[src/rtl/dfi_rddata_capture.sv]
// DFI read-return capture: packs phase beats into words, tags each word with its command ID
// and streams words out of a first-word fall-through FIFO. Optional watchdog: DFI_RDCAP_TIMEOUT_EN.
module dfi_rddata_capture #(
    parameter int unsigned C_DFI_FREQ_RATIO  = 4,
    parameter int unsigned C_DFI_DATA_WIDTH  = 32,
    parameter int unsigned C_BURST_BEATS     = 8,
    parameter int unsigned C_ID_WIDTH        = 4,
    parameter int unsigned C_FIFO_DEPTH      = 8,
    parameter int unsigned C_MAX_OUTSTANDING = 4,
    parameter int unsigned C_TIMEOUT         = 255
) (
    input  logic                                               aclk,
    input  logic                                               aresetn,
    input  logic                                               rd_cmd_valid,
    output logic                                               rd_cmd_ready,
    input  logic [C_ID_WIDTH-1:0]                              rd_cmd_id,
    input  logic [C_DFI_DATA_WIDTH-1:0][C_DFI_FREQ_RATIO-1:0]  dfi_rddata,
    input  logic [C_DFI_FREQ_RATIO-1:0]                        dfi_rddata_valid,
    output logic                                               rd_data_valid,
    input  logic                                               rd_data_ready,
    output logic [C_DFI_DATA_WIDTH*C_DFI_FREQ_RATIO-1:0]       rd_data,
    output logic [C_ID_WIDTH-1:0]                              rd_data_id,
    output logic                                               rd_data_last,
    output logic                                               err_overflow,
    output logic                                               err_unexpected,
    output logic                                               err_timeout
);
    localparam int unsigned R   = C_DFI_FREQ_RATIO;
    localparam int unsigned DW  = C_DFI_DATA_WIDTH;
    localparam int unsigned WPB = C_BURST_BEATS / R;
    localparam int unsigned HW  = $clog2(2 * R);
    localparam int unsigned FAW = (C_FIFO_DEPTH > 1) ? $clog2(C_FIFO_DEPTH) : 1;
    localparam int unsigned FCW = $clog2(C_FIFO_DEPTH + 1);
    localparam int unsigned TAW = (C_MAX_OUTSTANDING > 1) ? $clog2(C_MAX_OUTSTANDING) : 1;
    localparam int unsigned TCW = $clog2(C_MAX_OUTSTANDING + 1);
    localparam int unsigned OWW = $clog2(C_MAX_OUTSTANDING * WPB + 1);
    localparam int unsigned WCW = (WPB > 1) ? $clog2(WPB) : 1;

    typedef logic [DW-1:0] beat_t;
    typedef struct packed {
        logic [DW*R-1:0]       data;
        logic [C_ID_WIDTH-1:0] id;
        logic                  last;
    } entry_t;

    logic [C_ID_WIDTH-1:0] tag_mem_q [C_MAX_OUTSTANDING];
    logic [TAW-1:0]        tag_wp_q, tag_wp_d, tag_rp_q, tag_rp_d;
    logic [TCW-1:0]        tag_cnt_q, tag_cnt_d;
    entry_t                fifo_mem_q [C_FIFO_DEPTH];
    logic [FAW-1:0]        fifo_wp_q, fifo_wp_d, fifo_rp_q, fifo_rp_d;
    logic [FCW-1:0]        fifo_cnt_q, fifo_cnt_d;
    beat_t                 hold_q [R-1];
    beat_t                 hold_d [R-1];
    logic [HW-1:0]         hold_cnt_q, hold_cnt_d;
    logic [WCW-1:0]        wcnt_q, wcnt_d;
    logic [OWW-1:0]        owed_q, owed_d;
    logic                  cmd_ready_q, cmd_ready_d;
    logic                  err_ovf_q, err_ovf_d, err_unexp_q, err_unexp_d;

    beat_t           in_beat [R];
    beat_t           comb [2*R-1];
    logic [DW*R-1:0] word;
    logic            word_wr, word_last, unexpected;
    logic            cmd_fire, tag_pop, fifo_push, fifo_pop, fifo_full;
    entry_t          fifo_wdata;

    // Beat p lives in bit-column p of dfi_rddata.
    always_comb begin
        for (int p = 0; p < R; p++) begin
            for (int b = 0; b < DW; b++) begin
                in_beat[p][b] = dfi_rddata[b][p];
            end
        end
    end

    // Beats are only accepted while outstanding bursts still owe beats; the rest are unexpected.
    always_comb begin
        int n;
        int room;
        comb = '{default: '0};
        for (int j = 0; j < R - 1; j++) comb[j] = hold_q[j];
        n    = int'(hold_cnt_q);
        room = int'(owed_q) * int'(R) - int'(hold_cnt_q);
        unexpected = 1'b0;
        for (int p = 0; p < R; p++) begin
            if (dfi_rddata_valid[p]) begin
                if (n - int'(hold_cnt_q) < room) begin
                    for (int j = 0; j < 2 * R - 1; j++) begin
                        if (j == n) comb[j] = in_beat[p];
                    end
                    n = n + 1;
                end else begin
                    unexpected = 1'b1;
                end
            end
        end
        word_wr = (n >= int'(R));
        word    = '0;
        for (int k = 0; k < R; k++) word[k*DW +: DW] = comb[k];
        for (int j = 0; j < R - 1; j++) hold_d[j] = word_wr ? comb[j+R] : comb[j];
        hold_cnt_d = word_wr ? HW'(n - int'(R)) : HW'(n);
    end

    always_comb begin
        cmd_fire  = rd_cmd_valid & cmd_ready_q;
        word_last = (wcnt_q == WCW'(WPB - 1));
        tag_pop   = word_wr & word_last;
        fifo_pop  = (fifo_cnt_q != '0) & rd_data_ready;
        fifo_full = (fifo_cnt_q == FCW'(C_FIFO_DEPTH));
        fifo_push = word_wr & (~fifo_full | fifo_pop);

        fifo_wdata.data = word;
        fifo_wdata.id   = tag_mem_q[tag_rp_q];
        fifo_wdata.last = word_last;

        tag_wp_d = tag_wp_q;
        tag_rp_d = tag_rp_q;
        if (cmd_fire) tag_wp_d = (tag_wp_q == TAW'(C_MAX_OUTSTANDING - 1)) ? '0 : tag_wp_q + TAW'(1);
        if (tag_pop)  tag_rp_d = (tag_rp_q == TAW'(C_MAX_OUTSTANDING - 1)) ? '0 : tag_rp_q + TAW'(1);
        tag_cnt_d = tag_cnt_q + (cmd_fire ? TCW'(1) : '0) - (tag_pop ? TCW'(1) : '0);

        fifo_wp_d = fifo_wp_q;
        fifo_rp_d = fifo_rp_q;
        if (fifo_push) fifo_wp_d = (fifo_wp_q == FAW'(C_FIFO_DEPTH - 1)) ? '0 : fifo_wp_q + FAW'(1);
        if (fifo_pop)  fifo_rp_d = (fifo_rp_q == FAW'(C_FIFO_DEPTH - 1)) ? '0 : fifo_rp_q + FAW'(1);
        fifo_cnt_d = fifo_cnt_q + (fifo_push ? FCW'(1) : '0) - (fifo_pop ? FCW'(1) : '0);

        wcnt_d = word_wr ? (word_last ? '0 : wcnt_q + WCW'(1)) : wcnt_q;
        owed_d = owed_q + (cmd_fire ? OWW'(WPB) : '0) - (word_wr ? OWW'(1) : '0);

        // Registered so the credit never depends combinationally on rd_cmd_valid.
        cmd_ready_d = (int'(tag_cnt_d) < int'(C_MAX_OUTSTANDING)) &&
                      (int'(fifo_cnt_d) + int'(owed_d) + int'(WPB) <= int'(C_FIFO_DEPTH));

        err_ovf_d   = err_ovf_q | (word_wr & fifo_full & ~fifo_pop);
        err_unexp_d = err_unexp_q | unexpected;
    end

    always_ff @(posedge aclk) begin
        if (!aresetn) begin
            tag_wp_q    <= '0;
            tag_rp_q    <= '0;
            tag_cnt_q   <= '0;
            fifo_wp_q   <= '0;
            fifo_rp_q   <= '0;
            fifo_cnt_q  <= '0;
            hold_q      <= '{default: '0};
            hold_cnt_q  <= '0;
            wcnt_q      <= '0;
            owed_q      <= '0;
            cmd_ready_q <= 1'b0;
            err_ovf_q   <= 1'b0;
            err_unexp_q <= 1'b0;
        end else begin
            tag_wp_q    <= tag_wp_d;
            tag_rp_q    <= tag_rp_d;
            tag_cnt_q   <= tag_cnt_d;
            fifo_wp_q   <= fifo_wp_d;
            fifo_rp_q   <= fifo_rp_d;
            fifo_cnt_q  <= fifo_cnt_d;
            hold_q      <= hold_d;
            hold_cnt_q  <= hold_cnt_d;
            wcnt_q      <= wcnt_d;
            owed_q      <= owed_d;
            cmd_ready_q <= cmd_ready_d;
            err_ovf_q   <= err_ovf_d;
            err_unexp_q <= err_unexp_d;
        end
    end

    always_ff @(posedge aclk) begin
        if (cmd_fire)  tag_mem_q[tag_wp_q]   <= rd_cmd_id;
        if (fifo_push) fifo_mem_q[fifo_wp_q] <= fifo_wdata;
    end

    assign rd_cmd_ready   = cmd_ready_q;
    assign rd_data_valid  = (fifo_cnt_q != '0);
    assign rd_data        = rd_data_valid ? fifo_mem_q[fifo_rp_q].data : '0;
    assign rd_data_id     = rd_data_valid ? fifo_mem_q[fifo_rp_q].id : '0;
    assign rd_data_last   = rd_data_valid & fifo_mem_q[fifo_rp_q].last;
    assign err_overflow   = err_ovf_q;
    assign err_unexpected = err_unexp_q;

`ifdef DFI_RDCAP_TIMEOUT_EN
    localparam int unsigned TW = $clog2(C_TIMEOUT + 1);
    logic [TW-1:0] wd_q, wd_d;
    logic          err_to_q, err_to_d;

    // Counts idle cycles while bursts are outstanding; saturates at the limit.
    always_comb begin
        wd_d     = wd_q;
        err_to_d = err_to_q;
        if (tag_cnt_q == '0 || dfi_rddata_valid != '0) begin
            wd_d = '0;
        end else if (wd_q != TW'(C_TIMEOUT)) begin
            wd_d = wd_q + TW'(1);
        end
        if (wd_d == TW'(C_TIMEOUT)) err_to_d = 1'b1;
    end

    always_ff @(posedge aclk) begin
        if (!aresetn) begin
            wd_q     <= '0;
            err_to_q <= 1'b0;
        end else begin
            wd_q     <= wd_d;
            err_to_q <= err_to_d;
        end
    end

    assign err_timeout = err_to_q;
`else
    assign err_timeout = 1'b0;
`endif

endmodule

[config.mk]
export PLATFORM = sky130hd
export DESIGN_NAME = dfi_rddata_capture
export DESIGN_NICKNAME = d
export VERILOG_FILES = /design/src/rtl/dfi_rddata_capture.sv
export SDC_FILE = /design/constraint.sdc
export NUM_CORES = 2
export LEC_CHECK = 0
export ABC_CLOCK_PERIOD_IN_PS = 37800
export CAP_MARGIN = 5
export CORE_UTILIZATION = 45
export DETAILED_ROUTE_END_ITERATION = 12
export DONT_BUFFER_PORTS = 1
export GPL_TIMING_DRIVEN = 0
export PLACE_DENSITY = 0.69
export SYNTH_ARGS = -nofsm -noshare
export SYNTH_HDL_FRONTEND = slang
export SYNTH_SLANG_ARGS = --single-unit
[constraint.sdc]
create_clock -name aclk -period 37.8 [get_ports aclk]
set_input_delay 9.45 -clock aclk [delete_from_list [all_inputs] [get_ports aclk]]
set_output_delay 9.45 -clock aclk [all_outputs]
set_load 0.03 [all_outputs]
==> qor.yml <==
numCtsBuffers: 120
area_delta_synth_final_pct: 13.4
drv_cap: 0
finalCritPeriodShare_pct: 60.8
synth_top_cell_area_share_pct: 58.0
slew-limit-headroom_pct: 1.46
crit_type: "input pin to register"
r2r-end: "rd_cmd_ready"
cpPeakStageDelay_ns: 0.64
ys_top_cells_by_area: "edfxtp_1 58%, mux4_2 11%, mux2i_1 5.9%"
drt_iter0_markers: 4556
std_cell_rows: 129
syn-num-nets: 4077
finalMaxSlewViolations: 0
viasPerCell: 6.16
io_pins: 278
fp.dieH_um: 355
ys_seq_elements: 1209
synthArstFlopShare_pct: 0
yosysSeqAreaShare_pct: 62.6
portBuffers: 0
syn_area_um2: 56000
slowest_stage: "o22ai_1"
num_vias: 36141
die_area_um2: 126000
synth_top_area_cell: "edfxtp_1"
hold_path_depth: 2
rsz0062_at_grt: "no"
outcome: "complete, no violations"
synthFlopType: "edfxtp_1"
instances_no_fill: 5871
grt_pass1_vias: 35093
arrival_ns: 23.63
finalHoldViolations: 0
coreArea_um2: 123000
syn_area_per_cell_um2: 14.5
gp_congestion: 0.989
layout-drive-gt1-share_pct: 17.0
cts_setup_buffers: 0
clkLatencyLatePin_ns: 0.75
initial_core_util_pct: 45.3
placed_cells: 5624
clkTransAtPathRegs_ns: 0.06
yosys_warnings: 0
routed_wl_um: 175000
max_freq_ghz: 0.0435
crit_path_frequent_cell: "ha_1"
synth-edff-count: 1080
required_ns: 38.46
tightest_slew_ns: 1.48
finalWorstSetupSlack_ns: 14.83
cts_resized: 0
finalSetupViolations: 0
synth_common_cells: "1,080 x edfxtp_1, 356 x nor2_1, 331 x mux2i_1, 316 x nand2_1, 270 x mux4_2"
cts_hold_buf: 0
wire_per_inst_um: 29.8
reg2reg_slack_ns: 21.11
clk_path_buf_depth: 3
cts-root-buf: "clkbuf_16"
post-synth-top-count-cell: "edfxtp_1"
reg2reg_from: "hold_cnt_q[0]"
min_period_ns: 22.97
dp_hpwl_um: 124000
placed_cell_area_um2: 59400
reg2reg_depth: 61
cts_sinks: 1209
hp-class: "register to register"
grt_pass1_wl_um: 249000
detailedPlace.worstSlack_ns: 14.32
critPathMaxFanout: 10
grt_antenna_before_repair: 9
fin_skew_ns: 0.0350
hold_start: "fifo_rp_q[2]"
grt_usage_pct: 27.4
drc: 0
first_pass_iters: 6
final_nets: 4345
cts_tree: "yes"
synthCells: 3850
overflow: 0
die-width_um: 355
synth.distinct_cells: 81
ant_nets: 0
fin_area_um2: 63500
grt_max_degree: 27
startpoint_type: "input pin"
htreeDepth: 3
cp-end-kind: "register"
## flip-flops by register name, summed over array words and instances (netlist names), named ones only
| name | count |
|---|---|
| fifo_cnt_q | 4 |
| tag_wp_q | 2 |
| owed_q | 4 |
| tag_cnt_q | 3 |
| fifo_rp_q | 3 |
| fifo_mem_q | 1064 |
| tag_rp_q | 2 |
| hold_cnt_q | 3 |
| fifo_wp_q | 3 |
| tag_mem_q | 16 |
| err_overflow | 1 |
| rd_cmd_ready | 1 |
| hold_q | 96 |
| err_unexpected | 1 |
| wcnt_q | 1 |
## routing by layer
layer / up-vias / share of wire [%] / global-route usage, %
li1: 15468 / - / -
met1: 18200 / 39 / 37.1
met2: 2095 / 44 / 40.7
met3: 370 / 13 / 9.90
met4: 8 / 3.7 / 9.49
met5: - / 0.043 / 0
## cell families (layout without fill, tap and decap cells)
family	Yosys count	count (layout)	share of synthesized area [%]
flops	1209	1209	62.6
fa+ha+maj	87	87	2.04
simple gates	793	793	6.06
buf+inv	347	723	2.48
other cells	2	10	0.0134
xor+xnor	25	25	0.418
compound gates	690	690	7.71
mux	697	697	18.7
## worst max path at each step
stage | from | endpoint | slack [ns] | depth (start not counted)
2_1_floorplan | dfi_rddata_valid[0] | fifo_mem_q[0][0] | 4.84 | 50
3_3_place_gp | dfi_rddata_valid[0] | fifo_mem_q[1][82] | -11.84 | 45
3_5_place_dp | dfi_rddata_valid[0] | rd_cmd_ready | 14.32 | 57
4_1_cts | dfi_rddata_valid[0] | rd_cmd_ready | 15.06 | 57
5_1_grt | dfi_rddata_valid[0] | rd_cmd_ready | 13.71 | 58
6_report | dfi_rddata_valid[0] | rd_cmd_ready | 14.83 | 57
## cells in the final DEF, fill, tap and decap left out, drive strengths merged, types with 14 or more instances in the layout
cell | Yosys | routed
edfxtp | 1080 | 1080
nor2 | 357 | 357
mux2i | 331 | 331
nand2 | 317 | 317
clkbuf | 172 | 316
o21ai | 274 | 274
mux4 | 270 | 270
buf | 89 | 229
a21oi | 134 | 134
dfxtp | 129 | 129
a31oi | 100 | 100
o2bb2ai | 96 | 96
mux2 | 96 | 96
inv | 85 | 94
ha | 80 | 80
clkinv | 1 | 58
o211ai | 39 | 39
xnor2 | 20 | 20
nor3 | 18 | 18
and3 | 16 | 16
clkinvlp | 0 | 14
nand3 | 14 | 14
## critical path: cells and delay by family
kind	cells	cell delay (ns)
compound gates	20	5.74
mux	1	0.42
fa+ha+maj	11	3.72
xor+xnor	1	0.19
simple gates	17	3.02
buf+inv	7	1.03
## through the flow
stage | hold slack [ns] | util, % | TNS (ns)
floorplan | 0.454 | - | 0
global placement | 0.470 | 47.0 | -6164.54
detailed placement | 0.479 | 48.1 | 0
CTS | 0.487 | 51.3 | 0
global route | 0.531 | 51.4 | 0
finish | 0.482 | 51.4 | 0
## layout make-up
type	count	area [µm²]
Fill cell	10220	60000
Sequential cell	1209	35000
Multi-Input combinational cell	2294	19600
Clock buffer	138	3070
Tap cell	1637	2050
Timing Repair Buffer	146	1400
Buffer	261	1060
Clock inverter	92	902
Inverter	86	325
Antenna cell	8	20.0
Power is left out: the tool's default activity adds up to more than one toggle a clock period on the data nets, which glitch-free logic cannot reach.
